--- src/rtl/dma_cmd_queue.sv ---
// Descriptor FIFO plus sequencer in front of the DMA engine: each descriptor is
// split into MAX_CHUNK-sized start/done jobs and retired with one tagged pulse.
module dma_cmd_queue #(
   parameter int ADDR_WIDTH      = 32,
   parameter int SRAM_ADDR_WIDTH = 16,
   parameter int DEPTH           = 4,
   parameter int MAX_CHUNK       = 4096,
   parameter int TAG_WIDTH       = 4
) (
   input  logic                       clk,
   input  logic                       rst_n,
   input  logic                       i_cmd_valid,
   output logic                       o_cmd_ready,
   input  logic                       i_cmd_dir,
   input  logic [ADDR_WIDTH-1:0]      i_cmd_ddr_addr,
   input  logic [SRAM_ADDR_WIDTH-1:0] i_cmd_sram_addr,
   input  logic [31:0]                i_cmd_bytes,
   input  logic [TAG_WIDTH-1:0]       i_cmd_tag,
   output logic                       o_dma_start,
   output logic                       o_dma_direction,
   output logic [ADDR_WIDTH-1:0]      o_dma_ddr_addr,
   output logic [SRAM_ADDR_WIDTH-1:0] o_dma_sram_addr,
   output logic [31:0]                o_dma_byte_count,
   input  logic                       i_dma_busy,
   input  logic                       i_dma_done,
   output logic                       o_cpl_valid,
   output logic [TAG_WIDTH-1:0]       o_cpl_tag,
   output logic [$clog2(DEPTH):0]     o_queue_level,
   output logic                       o_idle
);

   localparam int            PW           = $clog2(DEPTH);
   localparam int            LW           = PW + 1;
   localparam logic [31:0]   LP_MAX_CHUNK = 32'(MAX_CHUNK);
   localparam logic [LW-1:0] LP_FULL      = LW'(DEPTH);

   typedef struct packed {
      logic                       dir;
      logic [ADDR_WIDTH-1:0]      ddr;
      logic [SRAM_ADDR_WIDTH-1:0] sram;
      logic [31:0]                bytes;
      logic [TAG_WIDTH-1:0]       tag;
   } desc_t;

   typedef enum logic [2:0] {S_IDLE, S_LOAD, S_ISSUE, S_WAIT, S_CPL} state_t;

   desc_t                      r_mem [DEPTH];
   logic [PW-1:0]              r_wr_ptr;
   logic [PW-1:0]              r_rd_ptr;
   logic [LW-1:0]              r_level;
   state_t                     r_state;
   state_t                     w_state_next;

   logic                       r_dir;
   logic [ADDR_WIDTH-1:0]      r_ddr;
   logic [SRAM_ADDR_WIDTH-1:0] r_sram;
   logic [31:0]                r_rem;
   logic [TAG_WIDTH-1:0]       r_tag;

   logic                       r_dma_dir;
   logic [ADDR_WIDTH-1:0]      r_dma_ddr;
   logic [SRAM_ADDR_WIDTH-1:0] r_dma_sram;
   logic [31:0]                r_dma_cnt;

   logic                       w_push;
   logic                       w_pop;
   desc_t                      w_head;
   logic [31:0]                w_chunk;
   logic [31:0]                w_rem_next;

   assign o_cmd_ready = (r_level != LP_FULL);
   assign w_push      = i_cmd_valid && o_cmd_ready;
   assign w_pop       = (r_state == S_IDLE) && (r_level != '0);
   assign w_head      = r_mem[r_rd_ptr];

   // NOTE: descriptor storage carries no reset; only the pointers and level
   // decide which entries are meaningful, so the array stays plain flops/RAM.
   always_ff @(posedge clk) begin
      if (w_push) begin
         r_mem[r_wr_ptr] <= '{dir: i_cmd_dir, ddr: i_cmd_ddr_addr, sram: i_cmd_sram_addr,
                              bytes: i_cmd_bytes, tag: i_cmd_tag};
      end
   end

   // NOTE: all clocked state uses non-blocking assignments so every register
   // samples pre-edge values regardless of statement order.
   always_ff @(posedge clk or negedge rst_n) begin
      if (!rst_n) begin
         r_wr_ptr <= '0;
         r_rd_ptr <= '0;
         r_level  <= '0;
      end else begin
         if (w_push) r_wr_ptr <= r_wr_ptr + PW'(1);
         if (w_pop)  r_rd_ptr <= r_rd_ptr + PW'(1);
         case ({w_push, w_pop})
            2'b10:   r_level <= r_level + LW'(1);
            2'b01:   r_level <= r_level - LW'(1);
            default: r_level <= r_level;
         endcase
      end
   end

   always_ff @(posedge clk or negedge rst_n) begin
      if (!rst_n) r_state <= S_IDLE;
      else        r_state <= w_state_next;
   end

   // r_dma_cnt always holds the chunk of the job currently in flight.
   assign w_chunk    = (r_rem > LP_MAX_CHUNK) ? LP_MAX_CHUNK : r_rem;
   assign w_rem_next = r_rem - r_dma_cnt;

   // NOTE: every output of this block is given a default first, so no path
   // through the case can leave a signal unassigned and infer a latch.
   always_comb begin
      w_state_next = r_state;
      o_dma_start  = 1'b0;
      o_cpl_valid  = 1'b0;
      case (r_state)
         S_IDLE:  if (r_level != '0) w_state_next = S_LOAD;
         S_LOAD:  w_state_next = (r_rem == '0) ? S_CPL : S_ISSUE;
         S_ISSUE: begin
            if (!i_dma_busy) begin
               o_dma_start  = 1'b1;
               w_state_next = S_WAIT;
            end
         end
         S_WAIT:  if (i_dma_done) w_state_next = (w_rem_next == '0) ? S_CPL : S_LOAD;
         S_CPL: begin
            o_cpl_valid  = 1'b1;
            w_state_next = S_IDLE;
         end
         default: w_state_next = S_IDLE;
      endcase
   end

   always_ff @(posedge clk or negedge rst_n) begin
      if (!rst_n) begin
         r_dir      <= 1'b0;
         r_ddr      <= '0;
         r_sram     <= '0;
         r_rem      <= '0;
         r_tag      <= '0;
         r_dma_dir  <= 1'b0;
         r_dma_ddr  <= '0;
         r_dma_sram <= '0;
         r_dma_cnt  <= '0;
      end else begin
         if (w_pop) begin
            r_dir  <= w_head.dir;
            r_ddr  <= w_head.ddr;
            r_sram <= w_head.sram;
            r_rem  <= w_head.bytes;
            r_tag  <= w_head.tag;
         end
         if (r_state == S_LOAD && r_rem != '0) begin
            r_dma_dir  <= r_dir;
            r_dma_ddr  <= r_ddr;
            r_dma_sram <= r_sram;
            r_dma_cnt  <= w_chunk;
         end
         // Address advances wrap at the port width.
         if (r_state == S_WAIT && i_dma_done) begin
            r_rem  <= w_rem_next;
            r_ddr  <= r_ddr + ADDR_WIDTH'(r_dma_cnt);
            r_sram <= r_sram + SRAM_ADDR_WIDTH'(r_dma_cnt);
         end
      end
   end

   assign o_dma_direction  = r_dma_dir;
   assign o_dma_ddr_addr   = r_dma_ddr;
   assign o_dma_sram_addr  = r_dma_sram;
   assign o_dma_byte_count = r_dma_cnt;
   assign o_cpl_tag        = o_cpl_valid ? r_tag : '0;
   assign o_queue_level    = r_level;
   assign o_idle           = (r_state == S_IDLE) && (r_level == '0);

endmodule

--- config.mk ---
export PLATFORM = sky130hd
export DESIGN_NAME = dma_cmd_queue
export DESIGN_NICKNAME = d
export VERILOG_FILES = /design/src/rtl/dma_cmd_queue.sv
export SDC_FILE = /design/constraint.sdc
export NUM_CORES = 1
export LEC_CHECK = 0
export ABC_CLOCK_PERIOD_IN_PS = 4100
export CORE_MARGIN = 8
export CORE_UTILIZATION = 59
export DETAILED_ROUTE_END_ITERATION = 16
export PLACE_DENSITY = 0.81
export SLEW_MARGIN = 20
export SYNTH_ARGS = -nofsm -noshare
export SYNTH_HDL_FRONTEND = slang
export SYNTH_SLANG_ARGS = --single-unit
--- constraint.sdc ---
create_clock -name clk -period 4.1 [get_ports clk]
set_input_delay 1.23 -clock clk [delete_from_list [all_inputs] [get_ports clk]]
set_output_delay 1.23 -clock clk [all_outputs]
set_load 0.02 [all_outputs]
==> flow_summary_export.csv <==
group,metric,value,unit
final_layout,fillers,2644,
worst_setup_path,cp_num_buf_inv,1,
synth,synth-edff-count,340,
routing,wl_per_cell,24.3,um
placement,portBuffers,181,
worst_hold_path,min_from,"r_dir",
clock_tree,ctsHoldBuffers,0,
synth,yosys.area.top_type,"edfxtp_1",
power_and_ir_drop,p_per_area,799,nW/um^2
sta,setup_viol,0,
clock_tree,post-cts-setup-buffers,0,
grt,grt_pass1_vias,15512,
final_layout,layout.nets,2035,
synth,synth.area.top_cells,"edfxtp_1 (44%), dfrtp_1 (19%), mux4_2 (8.2%)",
clock_tree,tritoncts,"yes",
final_layout,final_layout_size_suffix_gt1_frac,0.143,
worst_setup_path,critPathTopFamily,"simple AND/OR/NAND/NOR gates",
worst_setup_path,slowest_stage,"clkdlybuf4s50_1",
routing,drc_errors,0,
grt,grt_max_degree,86,
synth,seq_area_frac_synth,0.625,
floorplanning,die_h,215,um
sta,fmax,0.264,GHz
sta,tightest_slew,0.857,ns
worst_setup_path,rr_startpoint,"o_dma_byte_count[0]",
sta,period_share,0.925,
synth,ys.flop_type,"edfxtp_1",
floorplanning,initial_core_util,0.592,
placement,place_congestion,0.903,
clock_tree,clk_pin_slew,0.06,ns
worst_setup_path,critPathMaxFanout,11,
worst_setup_path,arrival,2.56,ns
clock_tree,cts_buffer_depth,3,
worst_hold_path,hold_path_class,"reg2reg",
final_layout,seq_area,14600,um^2
final_layout,multi_input_area,8270,um^2
worst_setup_path,worstPathRequired,2.87,ns
sta,rsz0062_at_grt,"no",
floorplanning,die_x,215,um
grt,grt-ovfl-total,0,
clock_tree,post_cts_resized,0,
power_and_ir_drop,peakVddDrop,0.000574,V
grt,antenna_found_initial,2,
synth,netlist_instances,1669,
synth,async_flop_share,0.341,
final_layout,layout_common_cells,"edfxtp_1 (340), clkdlybuf4s50_1 (180), dfrtp_1 (174), nand2_1 (149), a21oi_1 (116)",
sta,drv_slew,0,
worst_setup_path,max_stage_delay,0.62,ns
worst_setup_path,startpoint_type,"register",
clock_tree,cts-root-buf,"clkbuf_16",
floorplanning,rows,73,
routing,drt-initial-drc-count,1387,
sta,fin_skew,0.0308,ns
floorplanning,ios,182,
sta,slew_headroom,0.422,
final_layout,mostFrequentLayoutCell,"edfxtp_1",
synth,syn_area_per_cell,14.0,um^2
routing,firstDrtPassIters,6,
sta,setup_tns,0,ns
job,drv_cap,0,
final_layout,final_core_util,0.703,
synth,ys_seq_elements,516,
grt,grt_pass1_wl,91.0,mm
worst_setup_path,setup.worst_path.start,"r_state[1]",
synth,synth_top_area_frac,0.437,
clock_tree,cts_buffers,50,
power_and_ir_drop,total_power,22.2,mW
floorplanning,coreArea,39500,um^2
synth,synth_cell_types,69,
worst_setup_path,critical_path_class,"reg2out",
placement,place_hpwl,40.1,mm
synth,ys.warnings.count,0,
worst_setup_path,end_kind,"output port",
final_layout,areaGrowthSynthToFinish,18.7,%
synth,syn_nets,1845,
routing,via_per_inst,6.24,
floorplanning,dieArea,46200,um^2
sta,period_needed,3.79,ns
routing,drt_wl_total,59.0,mm
synth,netlist_area,23400,um^2
worst_setup_path,crit_chain,"nor2_1, and3_1, clkdlybuf4s50_1",
sta,hold_violations,0,
clock_tree,clock_latency,0.60,ns
clock_tree,cts_max_level,2,
routing,vias,15156,
clock_tree,clock_sinks,516,
grt,track_usage,0.252,
routing,ant_nets,0,
power_and_ir_drop,p_leak,10.5,nW
outcome,status,"finished clean",
[routing by layer]
layer | track usage | up-vias | wire length (um)
li1 | - | 6790 | -
met1 | 0.344 | 7677 | 24500
met2 | 0.403 | 570 | 28400
met3 | 0.0501 | 119 | 4260
met4 | 0.0872 | 0 | 1740
met5 | 0 | - | 0
[cell type report]
type,instances,share of cell area
antenna,2,0.000180
clock buffer,63,0.0498
clock inverter,31,0.0155
inverter,60,0.00812
multi-input combinational,1018,0.298
sequential,516,0.527
tap,525,0.0237
timing repair buffer,213,0.0777
[path summary, 6_finish.rpt]
kind	end	slack (ns)	cells past startpoint
min	r_dir	0.48	2
max in group asynchronous	o_dma_byte_count[23]	2.77	2
max	o_cpl_tag[1]	0.31	3
min reg2reg	r_dir	0.48	2
max reg2reg	r_state[0]	0.44	13
min in group asynchronous	o_dma_ddr_addr[12]	0.60	1
[power by group]
part	switching (mW)	internal (mW)	leakage [nW]	total, mW
logic	5.19	3.89	4.31	9.08
clock network	1.96	3.02	0.887	4.99
registers	1.03	7.06	5.25	8.10
total	8.18	14.0	10.5	22.2
[metrics by stage]
step	setup slack, ns	instances	cell area [um^2]	hold WS [ns]
2_1_floorplan	0.389	1669	23400	0.438
3_3_place_gp	0.290	2332	25900	0.457
3_5_place_dp	0.303	2332	25900	0.464
4_1_cts	0.296	2426	27700	0.485
5_1_grt	0.144	2426	27700	0.510
6_report	0.308	2428	27700	0.480
[cells in the mapped netlist (3+ instances only)]
| cell | number |
|---|---|
| a21oi_2 | 3 |
| or3_1 | 8 |
| nand2b_1 | 10 |
| buf_2 | 4 |
| mux2_2 | 47 |
| nand3_1 | 22 |
| mux4_2 | 85 |
| nor3_1 | 18 |
| inv_1 | 60 |
| buf_1 | 14 |
| and3_1 | 29 |
| xor2_1 | 27 |
| o21a_1 | 10 |
| o221ai_1 | 4 |
| xnor2_1 | 45 |
| edfxtp_1 | 340 |
| a211o_1 | 3 |
| o31ai_1 | 8 |
| nor2_1 | 62 |
| dfrtp_1 | 176 |
| a31oi_1 | 17 |
| o21ai_0 | 66 |
| clkbuf_1 | 56 |
| mux2i_1 | 4 |
| a31o_1 | 3 |
| and2_1 | 8 |
| a21oi_1 | 116 |
| a211oi_1 | 9 |
| o22ai_1 | 20 |
| a22o_1 | 12 |
| a22oi_1 | 34 |
| nor4_1 | 15 |
| o21bai_1 | 7 |
| nand2_1 | 150 |
| nand4_1 | 13 |
| fa_1 | 4 |
| o21ai_1 | 6 |
| ha_1 | 82 |
| o211ai_1 | 3 |
| a21o_1 | 26 |
| nor2b_1 | 5 |
[flip-flops by register name (all words and copies together), names as in the netlist, 4 cells and up]
name,flops
r_mem,340
r_sram,16
r_tag,4
r_rem,32
r_ddr,32
o_dma_ddr_addr,32
o_dma_byte_count,32
o_dma_sram_addr,16
[logic make-up after synthesis]
family / after synthesis / synth area share
XOR/XNOR: 72 / 0.0270
AO/OA/AOI/OAI: 370 / 0.0999
flip-flops: 516 / 0.625
AND/OR/NAND/NOR: 354 / 0.0721
adder cells (fa/ha/maj): 86 / 0.0473
buffers and inverters: 135 / 0.0220
multiplexers: 136 / 0.106
[tightest hold or removal path, delay by kind of cell, from the launching register on]
kind | cells | cell delay (ns)
AND/OR/NAND/NOR | 2 | 0.11
flip-flops | 1 | 0.34
Note: power is estimated with default switching activity, not from simulation.
